--- config.mk ---
export PLATFORM = sky130hd
export DESIGN_NAME = move_cmd_ctrl
export DESIGN_NICKNAME = d
export VERILOG_FILES = /design/src/rtl/vga_game_defs_pkg.sv /design/src/rtl/btn_debounce.sv /design/src/rtl/move_cmd_ctrl.sv
export SDC_FILE = /design/constraint.sdc
export NUM_CORES = 1
export LEC_CHECK = 0
export ABC_AREA = 1
export CELL_PAD_IN_SITES_DETAIL_PLACEMENT = 1
export CELL_PAD_IN_SITES_GLOBAL_PLACEMENT = 2
export CORE_ASPECT_RATIO = 0.8
export CORE_UTILIZATION = 38
export DETAILED_ROUTE_END_ITERATION = 10
export PLACE_DENSITY_LB_ADDON = 0.1
export SLEW_MARGIN = 15
export SYNTH_ARGS = -nofsm -noshare
export SYNTH_HDL_FRONTEND = slang
export SYNTH_SLANG_ARGS = --single-unit
export TNS_END_PERCENT = 20
--- constraint.sdc ---
create_clock -name clk -period 5 [get_ports clk]
set_input_delay 1 -clock clk [delete_from_list [all_inputs] [get_ports clk]]
set_output_delay 1 -clock clk [all_outputs]
set_load 0.02 [all_outputs]
--- src/rtl/vga_game_defs_pkg.sv ---
// Definitions shared between the move-command front end and the pixel generator:
// mode encodings, move-step width and the sprite playfield limits.
package vga_game_defs_pkg;

    typedef enum logic [1:0] {
        MODE_IDLE = 2'd0,
        MODE_HOLD = 2'd1,
        MODE_FAST = 2'd2
    } mode_e;

    localparam int unsigned STEP_W = 10;
    localparam int unsigned X_MAX  = 639;
    localparam int unsigned Y_MAX  = 479;

    // Magnitude to signed two's-complement step of STEP_W bits.
    function automatic logic signed [STEP_W-1:0] to_step(input int unsigned mag, input logic neg);
        logic signed [STEP_W-1:0] m;
        m = STEP_W'(mag);
        return neg ? -m : m;
    endfunction

endpackage

--- src/rtl/btn_debounce.sv ---
// One push-button input: 2-flop synchronizer followed by a stability counter that
// only lets the debounced level follow after DEBOUNCE_CYCLES consecutive disagreeing cycles.
module btn_debounce #(
    parameter int unsigned DEBOUNCE_CYCLES = 1_000_000
) (
    input  logic clk,
    input  logic reset,
    input  logic btn_raw,
    output logic btn_db
);

    localparam int unsigned CNT_W = (DEBOUNCE_CYCLES > 1) ? $clog2(DEBOUNCE_CYCLES) : 1;
    localparam logic [CNT_W-1:0] CNT_LAST = CNT_W'(DEBOUNCE_CYCLES - 1);

    logic             sync1_q, sync1_d;
    logic             sync2_q, sync2_d;
    logic             db_q, db_d;
    logic [CNT_W-1:0] cnt_q, cnt_d;

    always_comb begin
        sync1_d = btn_raw;
        sync2_d = sync1_q;
        db_d    = db_q;
        cnt_d   = '0;
        if (sync2_q != db_q) begin
            if (cnt_q == CNT_LAST) begin
                db_d = ~db_q;
            end else begin
                cnt_d = cnt_q + 1'b1;
            end
        end
    end

    always_ff @(posedge clk or posedge reset) begin
        if (reset) begin
            sync1_q <= 1'b0;
            sync2_q <= 1'b0;
            db_q    <= 1'b0;
            cnt_q   <= '0;
        end else begin
            sync1_q <= sync1_d;
            sync2_q <= sync2_d;
            db_q    <= db_d;
            cnt_q   <= cnt_d;
        end
    end

    assign btn_db = db_q;

endmodule

--- src/rtl/move_cmd_ctrl.sv ---
// Sprite move-command controller: debounced buttons -> one signed (dx, dy) per taken frame tick,
// offered over valid/ready. Define ACCEL_EN to enable hold-to-accelerate (FAST mode, FAST_STEP).
module move_cmd_ctrl
    import vga_game_defs_pkg::*;
#(
    parameter int unsigned DEBOUNCE_CYCLES = 1_000_000,
    parameter int unsigned STEP            = 5
`ifdef ACCEL_EN
    ,
    parameter int unsigned FAST_STEP       = 10,
    parameter int unsigned ACCEL_FRAMES    = 30
`endif
) (
    input  logic                     clk,
    input  logic                     reset,
    input  logic                     btnU,
    input  logic                     btnL,
    input  logic                     btnD,
    input  logic                     btnR,
    input  logic                     frame_tick,
    input  logic                     mv_ready,
    output logic                     mv_valid,
    output logic signed [STEP_W-1:0] mv_dx,
    output logic signed [STEP_W-1:0] mv_dy,
    output logic [3:0]               btn_state,
    output logic [1:0]               mode
);

    logic [3:0] btn_db;  // {U,L,D,R}

    btn_debounce #(.DEBOUNCE_CYCLES(DEBOUNCE_CYCLES)) u_db_u (.clk(clk), .reset(reset), .btn_raw(btnU), .btn_db(btn_db[3]));
    btn_debounce #(.DEBOUNCE_CYCLES(DEBOUNCE_CYCLES)) u_db_l (.clk(clk), .reset(reset), .btn_raw(btnL), .btn_db(btn_db[2]));
    btn_debounce #(.DEBOUNCE_CYCLES(DEBOUNCE_CYCLES)) u_db_d (.clk(clk), .reset(reset), .btn_raw(btnD), .btn_db(btn_db[1]));
    btn_debounce #(.DEBOUNCE_CYCLES(DEBOUNCE_CYCLES)) u_db_r (.clk(clk), .reset(reset), .btn_raw(btnR), .btn_db(btn_db[0]));

    function automatic logic signed [STEP_W-1:0] axis_step(input logic pos, input logic neg,
                                                           input int unsigned mag);
        if (pos) return to_step(mag, 1'b0);
        if (neg) return to_step(mag, 1'b1);
        return '0;
    endfunction

    logic right, left, down, up, active, take, emit;
    logic [3:0]  dir;
    int unsigned step_mag;

    mode_e                    state_q, state_d;
    logic                     mv_valid_q, mv_valid_d;
    logic signed [STEP_W-1:0] dx_q, dx_d;
    logic signed [STEP_W-1:0] dy_q, dy_d;

`ifdef ACCEL_EN
    localparam int unsigned HC_W = $clog2(ACCEL_FRAMES + 1);
    localparam logic [HC_W-1:0] HC_MAX = HC_W'(ACCEL_FRAMES);
    localparam logic [HC_W-1:0] HC_ONE = HC_W'(1);

    logic [HC_W-1:0] hold_cnt_q, hold_cnt_d;
    logic [3:0]      dir_q, dir_d;
    logic            same_dir;

    function automatic logic [HC_W-1:0] sat_inc(input logic [HC_W-1:0] c);
        return (c >= HC_MAX) ? c : c + HC_ONE;
    endfunction
`endif

    // Opposing buttons on one axis cancel to zero.
    always_comb begin
        right  = btn_db[0] & ~btn_db[2];
        left   = btn_db[2] & ~btn_db[0];
        down   = btn_db[1] & ~btn_db[3];
        up     = btn_db[3] & ~btn_db[1];
        dir    = {up, left, down, right};
        active = |dir;
        take   = frame_tick && (!mv_valid_q || mv_ready);
    end

    always_comb begin
        state_d  = state_q;
        emit     = 1'b0;
        step_mag = STEP;
`ifdef ACCEL_EN
        hold_cnt_d = hold_cnt_q;
        dir_d      = dir_q;
        same_dir   = (dir == dir_q);
`endif
        if (take) begin
            if (!active) begin
                state_d = MODE_IDLE;
`ifdef ACCEL_EN
                hold_cnt_d = '0;
`endif
            end else begin
                emit    = 1'b1;
                state_d = MODE_HOLD;
`ifdef ACCEL_EN
                dir_d      = dir;
                hold_cnt_d = HC_ONE;
                if (same_dir && state_q == MODE_FAST) begin
                    state_d    = MODE_FAST;
                    step_mag   = FAST_STEP;
                    hold_cnt_d = hold_cnt_q;
                end else if (same_dir && state_q == MODE_HOLD) begin
                    if (hold_cnt_q < HC_MAX) begin
                        hold_cnt_d = sat_inc(hold_cnt_q);
                    end else begin
                        state_d    = MODE_FAST;
                        step_mag   = FAST_STEP;
                        hold_cnt_d = hold_cnt_q;
                    end
                end
`endif
            end
        end
    end

    // A load on a taken tick overrides the retire of the previous command.
    always_comb begin
        mv_valid_d = mv_valid_q;
        dx_d       = dx_q;
        dy_d       = dy_q;
        if (mv_valid_q && mv_ready) begin
            mv_valid_d = 1'b0;
        end
        if (emit) begin
            mv_valid_d = 1'b1;
            dx_d       = axis_step(right, left, step_mag);
            dy_d       = axis_step(down, up, step_mag);
        end
    end

    always_ff @(posedge clk or posedge reset) begin
        if (reset) begin
            state_q    <= MODE_IDLE;
            mv_valid_q <= 1'b0;
            dx_q       <= '0;
            dy_q       <= '0;
`ifdef ACCEL_EN
            hold_cnt_q <= '0;
            dir_q      <= '0;
`endif
        end else begin
            state_q    <= state_d;
            mv_valid_q <= mv_valid_d;
            dx_q       <= dx_d;
            dy_q       <= dy_d;
`ifdef ACCEL_EN
            hold_cnt_q <= hold_cnt_d;
            dir_q      <= dir_d;
`endif
        end
    end

    assign mv_valid  = mv_valid_q;
    assign mv_dx     = dx_q;
    assign mv_dy     = dy_q;
    assign btn_state = btn_db;
    assign mode      = state_q;

endmodule
==> out/results.tsv, run 1 <==
metric	value	unit
setup tns final	0	ns
Worst EP arrival	1.55	ns
Hold WC Path Type	register to register	
delay-heaviest family, CP	buffers and inverters	
Worst-Skew Late Latency	0.36	ns
share of layout cells above drive strength 1	0.1122	
Cell variety after synth	28	
fillcell total	1703	
via/cell ratio	4.825	
Syn Inst Count	691	
Resized Gates After CTS	0	
largest net degree at the start of global routing	83	
Leak	2.684	nW
Port Buffers	33	
final worst path period share	0.5105	
CP Capture Type	output pin	
H-tree levels	3	
Final Non-Filler Cells	902	
outcome	completed	
Antenna diodes	0	
worst-path fanout max	9	
max cap viols	0	
I/O pins	35	
PnR Total Power	0.001608	W
YS warnings	0	
Congestion Overflow GR	0	
vias in the first global route	4612	
root buf cell	clkbuf_16	
Vias	4352	
area grow syn2layout	13.32	%
WP buf/inv	1	
initial antenna violation count	0	
CTS Buf Count	9	
RSZ-0062 raised after global routing	no	
Core Area	0.01384	sq mm
clock sink count	100	
share of the synthesized area in the top cell type	0.4562	
gpl congestion	0.8262	
Clock Skew	0.005252	ns
endpoints failing hold	0	
max-slew violations	0	
Worst Tran Pin Value	0.7647	ns
Crit Path Category	register to output pin	
most frequent cells in the layout	nor2_1, nand2_1, dfrtp_1	
post-cts hold buffer count	0	
Global Route Usage Sum	0.2001	
fin crit period	2.553	ns
Fmax achieved	391.8	MHz
synth top area cells	dfrtp_1, nor2_1, nand2_1	
Die X	136.3	um
Std-Cell Rows	38	
Max VDD drop	0.1988	mV
Setup violations, final	0	
initial core utilization	0.3965	
initial drt markers	133	
Die H	109.5	um
max_slew headroom	0.4902	
sequential area share after synthesis	0.4562	
Post-CTS Setup Bufs	0	
Final ANT Viol Nets	0	
startpoint types	register	
Worst path slowest cell	clkdlybuf4s50_1	
crit-path cells	clkdlybuf4s50_1	
Worst Hold Slack	0.3444	ns
Nets	733	
most common library cell in the layout ignoring fill and taps	nor2_1	
Synth area leader	dfrtp_1	
first-pass GRT wire length	22.89	mm
# DRC	0	
DR pass1 iterations	4	
Mapped Area	0.005485	sq mm
Final HPWL DP	10.24	mm
syn nets	707	
crit-path max cell delay	0.68	ns
clock transition at the registers of the reported paths	0.07	ns
Routed WL per cell	14.89	um
Total Wirelength	13.43	mm
#FFs+latches synth	100	
Die ar.	0.01492	sq mm
Worst Path Required	4.00	ns
CTS max path bufs	2	
dpl cells	886	
PwrDens	258.7	mW/mm^2
Avg Inst Size Synth	7.938	sq um
CTS tree	done	
-- cell type report --
| type | count | area, sq um | area share |
|---|---|---|---|
| Tap cell | 180 | 225.2 | 0.03623 |
| Multi-Input combinational cell | 497 | 2559 | 0.4116 |
| Clock buffer | 9 | 225.2 | 0.03623 |
| Timing Repair Buffer | 35 | 345.3 | 0.05556 |
| Inverter | 74 | 282.8 | 0.04549 |
| Sequential cell | 100 | 2502 | 0.4026 |
| Clock inverter | 7 | 76.32 | 0.01228 |
-- metal layers --
| metal | GRT usage | routed length [um] |
|---|---|---|
| met1 | 0.2690 | 6795 |
| met4 | 0.05714 | 167 |
| met3 | 0.04288 | 345 |
| met2 | 0.3249 | 6122 |
| met5 | 0 | 0 |
-- where the power goes --
group | switching (W) | leakage [nW] | internal [W]
logic | 0.0000426 | 1.17 | 0.0000176
registers | 0.00000861 | 1.37 | 0.000819
clock network | 0.000329 | 0.142 | 0.000391
-- sequential cells by signal (all words and copies together) (netlist names) --
register        flops
u_db_r.btn_db       1
u_db_d.sync2_q      1
mv_valid            1
u_db_d.sync1_q      1
u_db_d.btn_db       1
u_db_l.sync2_q      1
mv_dx               3
u_db_r.cnt_q       20
mv_dy               3
u_db_l.cnt_q       20
u_db_d.cnt_q       20
u_db_u.sync1_q      1
u_db_r.sync2_q      1
u_db_u.btn_db       1
u_db_u.cnt_q       20
u_db_l.btn_db       1
u_db_l.sync1_q      1
mode                1
u_db_r.sync1_q      1
u_db_u.sync2_q      1
-- synth_stat cells --
| library cell | n |
|---|---|
| nand3_2 | 7 |
| clkbuf_1 | 1 |
| o21bai_1 | 3 |
| nand2_2 | 17 |
| nand3b_1 | 3 |
| nor2_1 | 155 |
| inv_1 | 67 |
| xnor2_1 | 17 |
| inv_2 | 7 |
| conb_1 | 1 |
| o21ai_0 | 3 |
| buf_4 | 19 |
| nor3_1 | 11 |
| nor3b_2 | 1 |
| nor2_2 | 18 |
| nor3_2 | 1 |
| nand3_1 | 50 |
| xor2_1 | 26 |
| o21ai_1 | 8 |
| nand2_1 | 131 |
| or2_1 | 1 |
| ha_1 | 8 |
| a21oi_1 | 11 |
| nor2_4 | 8 |
| dfrtp_1 | 100 |
| and2_1 | 1 |
| nand4_1 | 13 |
| xor2_2 | 3 |
-- worst paths after layout --
path,startpoint,endpoint,slack (ns),depth (start not counted)
worst max-delay path,mv_dy[8],mv_dy[5],2.45,1
worst min-delay path,u_db_l.sync1_q,u_db_l.sync2_q,0.34,0
worst max register to register,u_db_r.cnt_q[0],u_db_r.cnt_q[9],3.36,8
worst min register to register,u_db_l.sync1_q,u_db_l.sync2_q,0.34,0
max in group asynchronous,reset,u_db_u.cnt_q[5],3.06,3
min in group asynchronous,reset,u_db_l.sync2_q,1.17,2
-- metrics by stage --
step                  util  setup WS, ns  instance area (sq um)
finish              0.4493         2.447                   6216
global route        0.4493         2.361                   6216
CTS                 0.4491         2.413                   6213
detailed placement  0.4273         2.381                   5912
global placement    0.4273         2.421                   5912
floorplan                -         1.381                   5485
-- kinds of logic (layout without fill, tap and decap cells) --
logic type | Yosys count | after routing | synth area share
adders and majority gates | 8 | 8 | 0.01825
other | 1 | 1 | 0.0006837
and+or+nand+nor | 417 | 417 | 0.3458
buffers and inverters | 94 | 125 | 0.07733
DFF | 100 | 100 | 0.4562
xor gates and xnor gates | 46 | 46 | 0.07756
AOI/OAI and AO/OA | 25 | 25 | 0.02418
No activity file was read; power rests on OpenSTA's default activity.
==> run 2, diff against run 1 <==
CORE_UTILIZATION = 36   (was 38)
clock period = 2.44 ns   (was 5 ns; I/O delays follow)
==> run 2 against run 1 <==
  * Cell count rose by 0.55%
  * Sequential power increased by 110%
  * Die area grew 5.5%
  * First-iteration DRC count up 18%
  * Critical path depth stayed put
  * Setup slack worse by 2.1 ns
  * Combinational power up 120%
  * Global-route usage down 1.2 points
  * Critical path type unchanged
  * Critical endpoint unchanged
  * Largest power group unchanged
  * Highest routed layer unchanged
==> out/results.tsv, run 2 (synthesized netlist as in run 1, its figures left out) <==
metric	value	unit	change
outcome	completed		unchanged
Worst Reg2Reg Path Length in Cells	6		was 8
final worst path period share	0.8437		
max cap viols	0		unchanged
Global Route Usage Sum	0.1884		was 0.2001
Congestion Overflow GR	0		unchanged
clock sink count	100		unchanged
most common library cell in the layout ignoring fill and taps	nor2_1		unchanged
vias in the first global route	4706		was 4612
area grow syn2layout	13.75	%	was 13.32%
DR pass1 iterations	4		unchanged
Crit Path Category	register to output pin		unchanged
Worst path slowest cell	clkdlybuf4s50_1		unchanged
share of layout cells above drive strength 1	0.1134		was 0.1122
Worst Hold Slack	0.3497	ns	was 0.3444 ns
Port Buffers	33		unchanged
crit-path max cell delay	0.68	ns	about the same
Nets	734		was 733
worst flop-to-flop path endpoint	u_db_l.cnt_q[9]		was u_db_r.cnt_q[9]
Post-CTS Setup Bufs	0		unchanged
Core Area	0.01459	sq mm	was 0.01384 sq mm
initial core utilization	0.3760		was 0.3965
most frequent cells in the layout	nor2_1, nand2_1, dfrtp_1		unchanged
Die ar.	0.01574	sq mm	was 0.01492 sq mm
initial drt markers	157		was 133
# DRC	0		unchanged
Resized Gates After CTS	0		unchanged
Setup violations, final	0		unchanged
fillcell total	1776		was 1703
CP Capture Type	output pin		unchanged
Total Wirelength	13.25	mm	was 13.43 mm
clock transition at the registers of the reported paths	0.07	ns	about the same
endpoints failing hold	0		unchanged
Final ANT Viol Nets	0		unchanged
Antenna diodes	0		unchanged
Max VDD drop	0.3028	mV	was 0.1988 mV
largest net degree at the start of global routing	67		was 83
max-slew violations	0		unchanged
Worst Path Required	1.95	ns	was 4.00 ns
CTS max path bufs	2		unchanged
r2r startpoint	u_db_l.cnt_q[0]		was u_db_r.cnt_q[0]
via/cell ratio	4.864		was 4.825
Critical Path Start	mv_dy[8]		unchanged
Clock Skew	0.004459	ns	was 0.005252 ns
CTS Buf Count	9		unchanged
Hold WC Path Type	register to register		unchanged
initial antenna violation count	0		unchanged
Final HPWL DP	10.04	mm	was 10.24 mm
H-tree levels	3		unchanged
fin crit period	2.059	ns	
FF-to-FF setup slack	0.87	ns	was 3.36 ns
WP buf/inv	1		unchanged
Die H	112.4	um	was 109.5 um
Worst EP arrival	1.57	ns	was 1.55 ns
Routed WL per cell	14.61	um	was 14.89 um
Std-Cell Rows	39		was 38
RSZ-0062 raised after global routing	no		unchanged
CTS tree	done		unchanged
Crit. path cell count	1		unchanged
first-pass GRT wire length	23.20	mm	was 22.89 mm
crit-path cells	clkdlybuf4s50_1		unchanged
Vias	4412		was 4352
delay-heaviest family, CP	buffers and inverters		unchanged
Critical Path End	mv_dy[5]		unchanged
Die X	140.0	um	was 136.3 um
Worst-Skew Late Latency	0.35	ns	was 0.36 ns
Leak	2.696	nW	was 2.684 nW
Fmax achieved	485.8	MHz	
root buf cell	clkbuf_16		unchanged
post-cts hold buffer count	0		unchanged
I/O pins	35		unchanged
gpl congestion	0.8160		was 0.8262
worst-path fanout max	9		unchanged
startpoint types	register		unchanged
setup tns final	0	ns	unchanged
PwrDens	520.2	mW/mm^2	was 258.7 mW/mm^2
-- run 2: cell types whose count changed in the layout (fill, tap and decap cells not counted), sizes merged --
cell    change
buf         +1
bufinv      -1
clkbuf      +3
inv         -2
-- run 2: power breakdown --
part | internal (W) | switching [W]
clock network | 0.000771 | 0.000648
logic | 0.0000416 | 0.0000893
registers | 0.00168 | 0.0000171
total | 0.00249 | 0.000754
-- run 2: how the worst min path moves through the flow --
stage | start | endpoint | slack, ns | cells after the start
2_1_floorplan | u_db_d.sync1_q | u_db_d.sync2_q | 0.33 | 0
3_3_place_gp | u_db_r.sync1_q | u_db_r.sync2_q | 0.33 | 0
3_5_place_dp | u_db_l.sync1_q | u_db_l.sync2_q | 0.34 | 0
4_1_cts | u_db_l.sync1_q | u_db_l.sync2_q | 0.34 | 0
5_1_grt | u_db_u.sync1_q | u_db_u.sync2_q | 0.36 | 0
6_report | u_db_l.sync1_q | u_db_l.sync2_q | 0.35 | 0
-- run 2: metal layers --
layer | global-route usage | wire (um) | vias up
li1 | - | - | 2182
met3 | 0.04522 | 423 | 10
met1 | 0.2483 | 6590 | 2169
met2 | 0.3093 | 6089 | 51
met5 | 0 | 0 | -
met4 | 0.05275 | 145 | 0
-- run 2: area by class of cell --
class | instances | area (sq um) | share of cell area
clock buffer | 12 | 266.5 | 0.04271
clock inverter | 4 | 22.52 | 0.003609
inverter | 74 | 281.5 | 0.04512
multi-input combinational | 497 | 2559 | 0.4101
sequential | 100 | 2502 | 0.4010
tap | 184 | 230.2 | 0.03690
timing repair buffer | 36 | 377.9 | 0.06056
-- run 2: per-stage QoR --
| step | power, W | setup WS, ns | utilization | cell area (sq um) | instances |
|---|---|---|---|---|---|
| 2_1_floorplan | 0.001810 | 0.7624 | - | 5489 | 691 |
| 3_3_place_gp | 0.001859 | 0.6449 | 0.4079 | 5951 | 891 |
| 3_5_place_dp | 0.001866 | 0.5871 | 0.4079 | 5951 | 891 |
| 4_1_cts | 0.003315 | 0.3456 | 0.4277 | 6240 | 907 |
| 5_1_grt | 0.003396 | 0.2907 | 0.4277 | 6240 | 907 |
| 6_report | 0.003246 | 0.3815 | 0.4277 | 6240 | 907 |
==> run 3, diff against run 2 <==
CORE_UTILIZATION = 32   (was 36)
clock period = 1.8 ns   (was 2.44 ns; I/O delays follow)
==> run 3 against run 2 <==
  * Critical path depth is the same
  * Sequential cell count is the same
  * Non-clock buffer count grew 3
  * Highest routed layer unchanged
  * Largest cell class unchanged
  * Critical endpoint is now btn_state[2]
==> out/results.tsv, run 3 (synthesized netlist as in run 1, its figures left out) <==
metric	value	unit	change
area grow syn2layout	15.01	%	was 13.75%
Psw	0.001040	W	was 0.0007541 W
Worst-Skew Late Latency	0.36	ns	was 0.35 ns
H-tree levels	3		unchanged
FF-to-FF setup slack	0.22	ns	was 0.87 ns
CTS tree	done		unchanged
gpl congestion	0.8091		was 0.8160
initial antenna violation count	0		unchanged
Std-Cell Rows	42		was 39
crit-path cells	clkdlybuf4s50_1		unchanged
busiest grt layer	met2		unchanged
Resized Gates After CTS	21		was 0
initial drt markers	168		was 157
Routed WL per cell	14.54	um	was 14.61 um
max-slew violations	0		unchanged
RSZ-0062 raised after global routing	no		unchanged
Nets	737		was 734
Total Wirelength	13.74	mm	was 13.25 mm
met1 Track Usage GR	0.2308		was 0.2483
setup ws final	0.09007	ns	was 0.3815 ns
DR pass1 iterations	4		unchanged
CTS Buf Count	9		unchanged
post-cts hold buffer count	0		unchanged
Die H	119.1	um	was 112.4 um
worst-path fanout max	3		was 9
Crit Path Category	register to output pin		unchanged
largest net degree at the start of global routing	56		was 67
share of layout cells above drive strength 1	0.1172		was 0.1134
Congestion Overflow GR	0		unchanged
most frequent cells in the layout	nor2_1, nand2_1, dfrtp_1		unchanged
# DRC	0		unchanged
clock transition at the registers of the reported paths	0.07	ns	about the same
outcome	completed		unchanged
via/cell ratio	4.630		was 4.864
CP Capture Type	output pin		unchanged
WP buf/inv	1		unchanged
vias in the first global route	4719		was 4706
Die X	148.4	um	was 140.0 um
Post-CTS Setup Bufs	0		unchanged
final worst path period share	0.9500		
Antenna diodes	0		unchanged
met3 global-route usage	0.03716		was 0.04522
clock sink count	100		unchanged
Gate power share	0.039		was 0.040
startpoint types	register		unchanged
Port Buffers	33		unchanged
CTS max path bufs	2		unchanged
met2 usage	0.2796		was 0.3093
max cap viols	0		unchanged
initial core utilization	0.3293		was 0.3760
switching share of power	0.2267		was 0.2323
setup tns final	0	ns	unchanged
Worst Hold Slack	0.3514	ns	was 0.3497 ns
most common library cell in the layout ignoring fill and taps	nor2_1		unchanged
final core utilization	0.3787		was 0.4277
Seq pwr share	0.501		was 0.523
Setup violations, final	0		unchanged
internal power	0.003547	W	was 0.002492 W
endpoints failing hold	0		unchanged
fin crit period	1.710	ns	
crit-path max cell delay	0.62	ns	was 0.68 ns
Final HPWL DP	10.43	mm	was 10.04 mm
Die ar.	0.01767	sq mm	was 0.01574 sq mm
Fmax achieved	584.8	MHz	
PnR Total Power	0.004587	W	was 0.003246 W
Final ANT Viol Nets	0		unchanged
Worst Path Required	1.44	ns	was 1.95 ns
delay-heaviest family, CP	buffers and inverters		unchanged
Clock Skew	0.007412	ns	was 0.004459 ns
Vias	4375		was 4412
Max VDD drop	0.3797	mV	was 0.3028 mV
root buf cell	clkbuf_16		unchanged
Hold WC Path Type	register to register		unchanged
first-pass GRT wire length	23.87	mm	was 23.20 mm
Core Area	0.01666	sq mm	was 0.01459 sq mm
pre-CTS WS	0.1589	ns	was 0.5871 ns
Leak	2.811	nW	was 2.696 nW
PwrDens	727.1	mW/mm^2	was 520.2 mW/mm^2
Global Route Usage Sum	0.1728		was 0.1884
clock network power share	0.460		was 0.437
I/O pins	35		unchanged
Worst path slowest cell	clkdlybuf4s50_1		unchanged
fillcell total	2029		was 1776
Worst EP arrival	1.35	ns	was 1.57 ns
==> run 3: worst paths after layout <==
| check | startpoint | end | depth (start not counted) |
|---|---|---|---|
| max in group asynchronous | reset | mv_dx[8] | 3 |
| min in group asynchronous | reset | u_db_l.cnt_q[17] | 3 |
| min reg2reg | u_db_l.sync1_q | u_db_l.sync2_q | 0 |
| min | u_db_l.sync1_q | u_db_l.sync2_q | 0 |
| max | u_db_l.btn_db | btn_state[2] | 1 |
| max reg2reg | u_db_l.cnt_q[0] | u_db_l.cnt_q[9] | 6 |
==> run 3: area by class of cell <==
class,instances,area [sq um],area share
multi-input combinational,497,2559,0.4056
sequential,100,2504,0.3969
timing repair buffer,39,375.4,0.05950
inverter,74,281.5,0.04463
tap,220,275.3,0.04363
clock buffer,9,225.2,0.03570
clock inverter,6,88.84,0.01408
==> run 3: per-layer routing <==
layer / vias up / wire, um / part of all wire
li1: 2197 / - / -
met2: 46 / 6387 / 0.46
met5: - / 0 / 0
met4: 0 / 148 / 0.011
met3: 10 / 417 / 0.030
met1: 2122 / 6786 / 0.49
==> run 3: stage by stage <==
step | std cells | area [sq um]
after global routing | 945 | 6309
after global placement | 930 | 6018
after detailed placement | 930 | 6018
after floorplan | 691 | 5489
after CTS | 945 | 6309
final | 945 | 6309
==> run 3: power by group through the flow <==
stage / logic, W / registers, W / clock network (W)
finish: 0.000179 / 0.00230 / 0.00211
global route: 0.000208 / 0.00230 / 0.00227
CTS: 0.000187 / 0.00230 / 0.00220
detailed placement: 0.000187 / 0.00234 / 0
global placement: 0.000181 / 0.00234 / 0
floorplan: 0.000115 / 0.00234 / 0
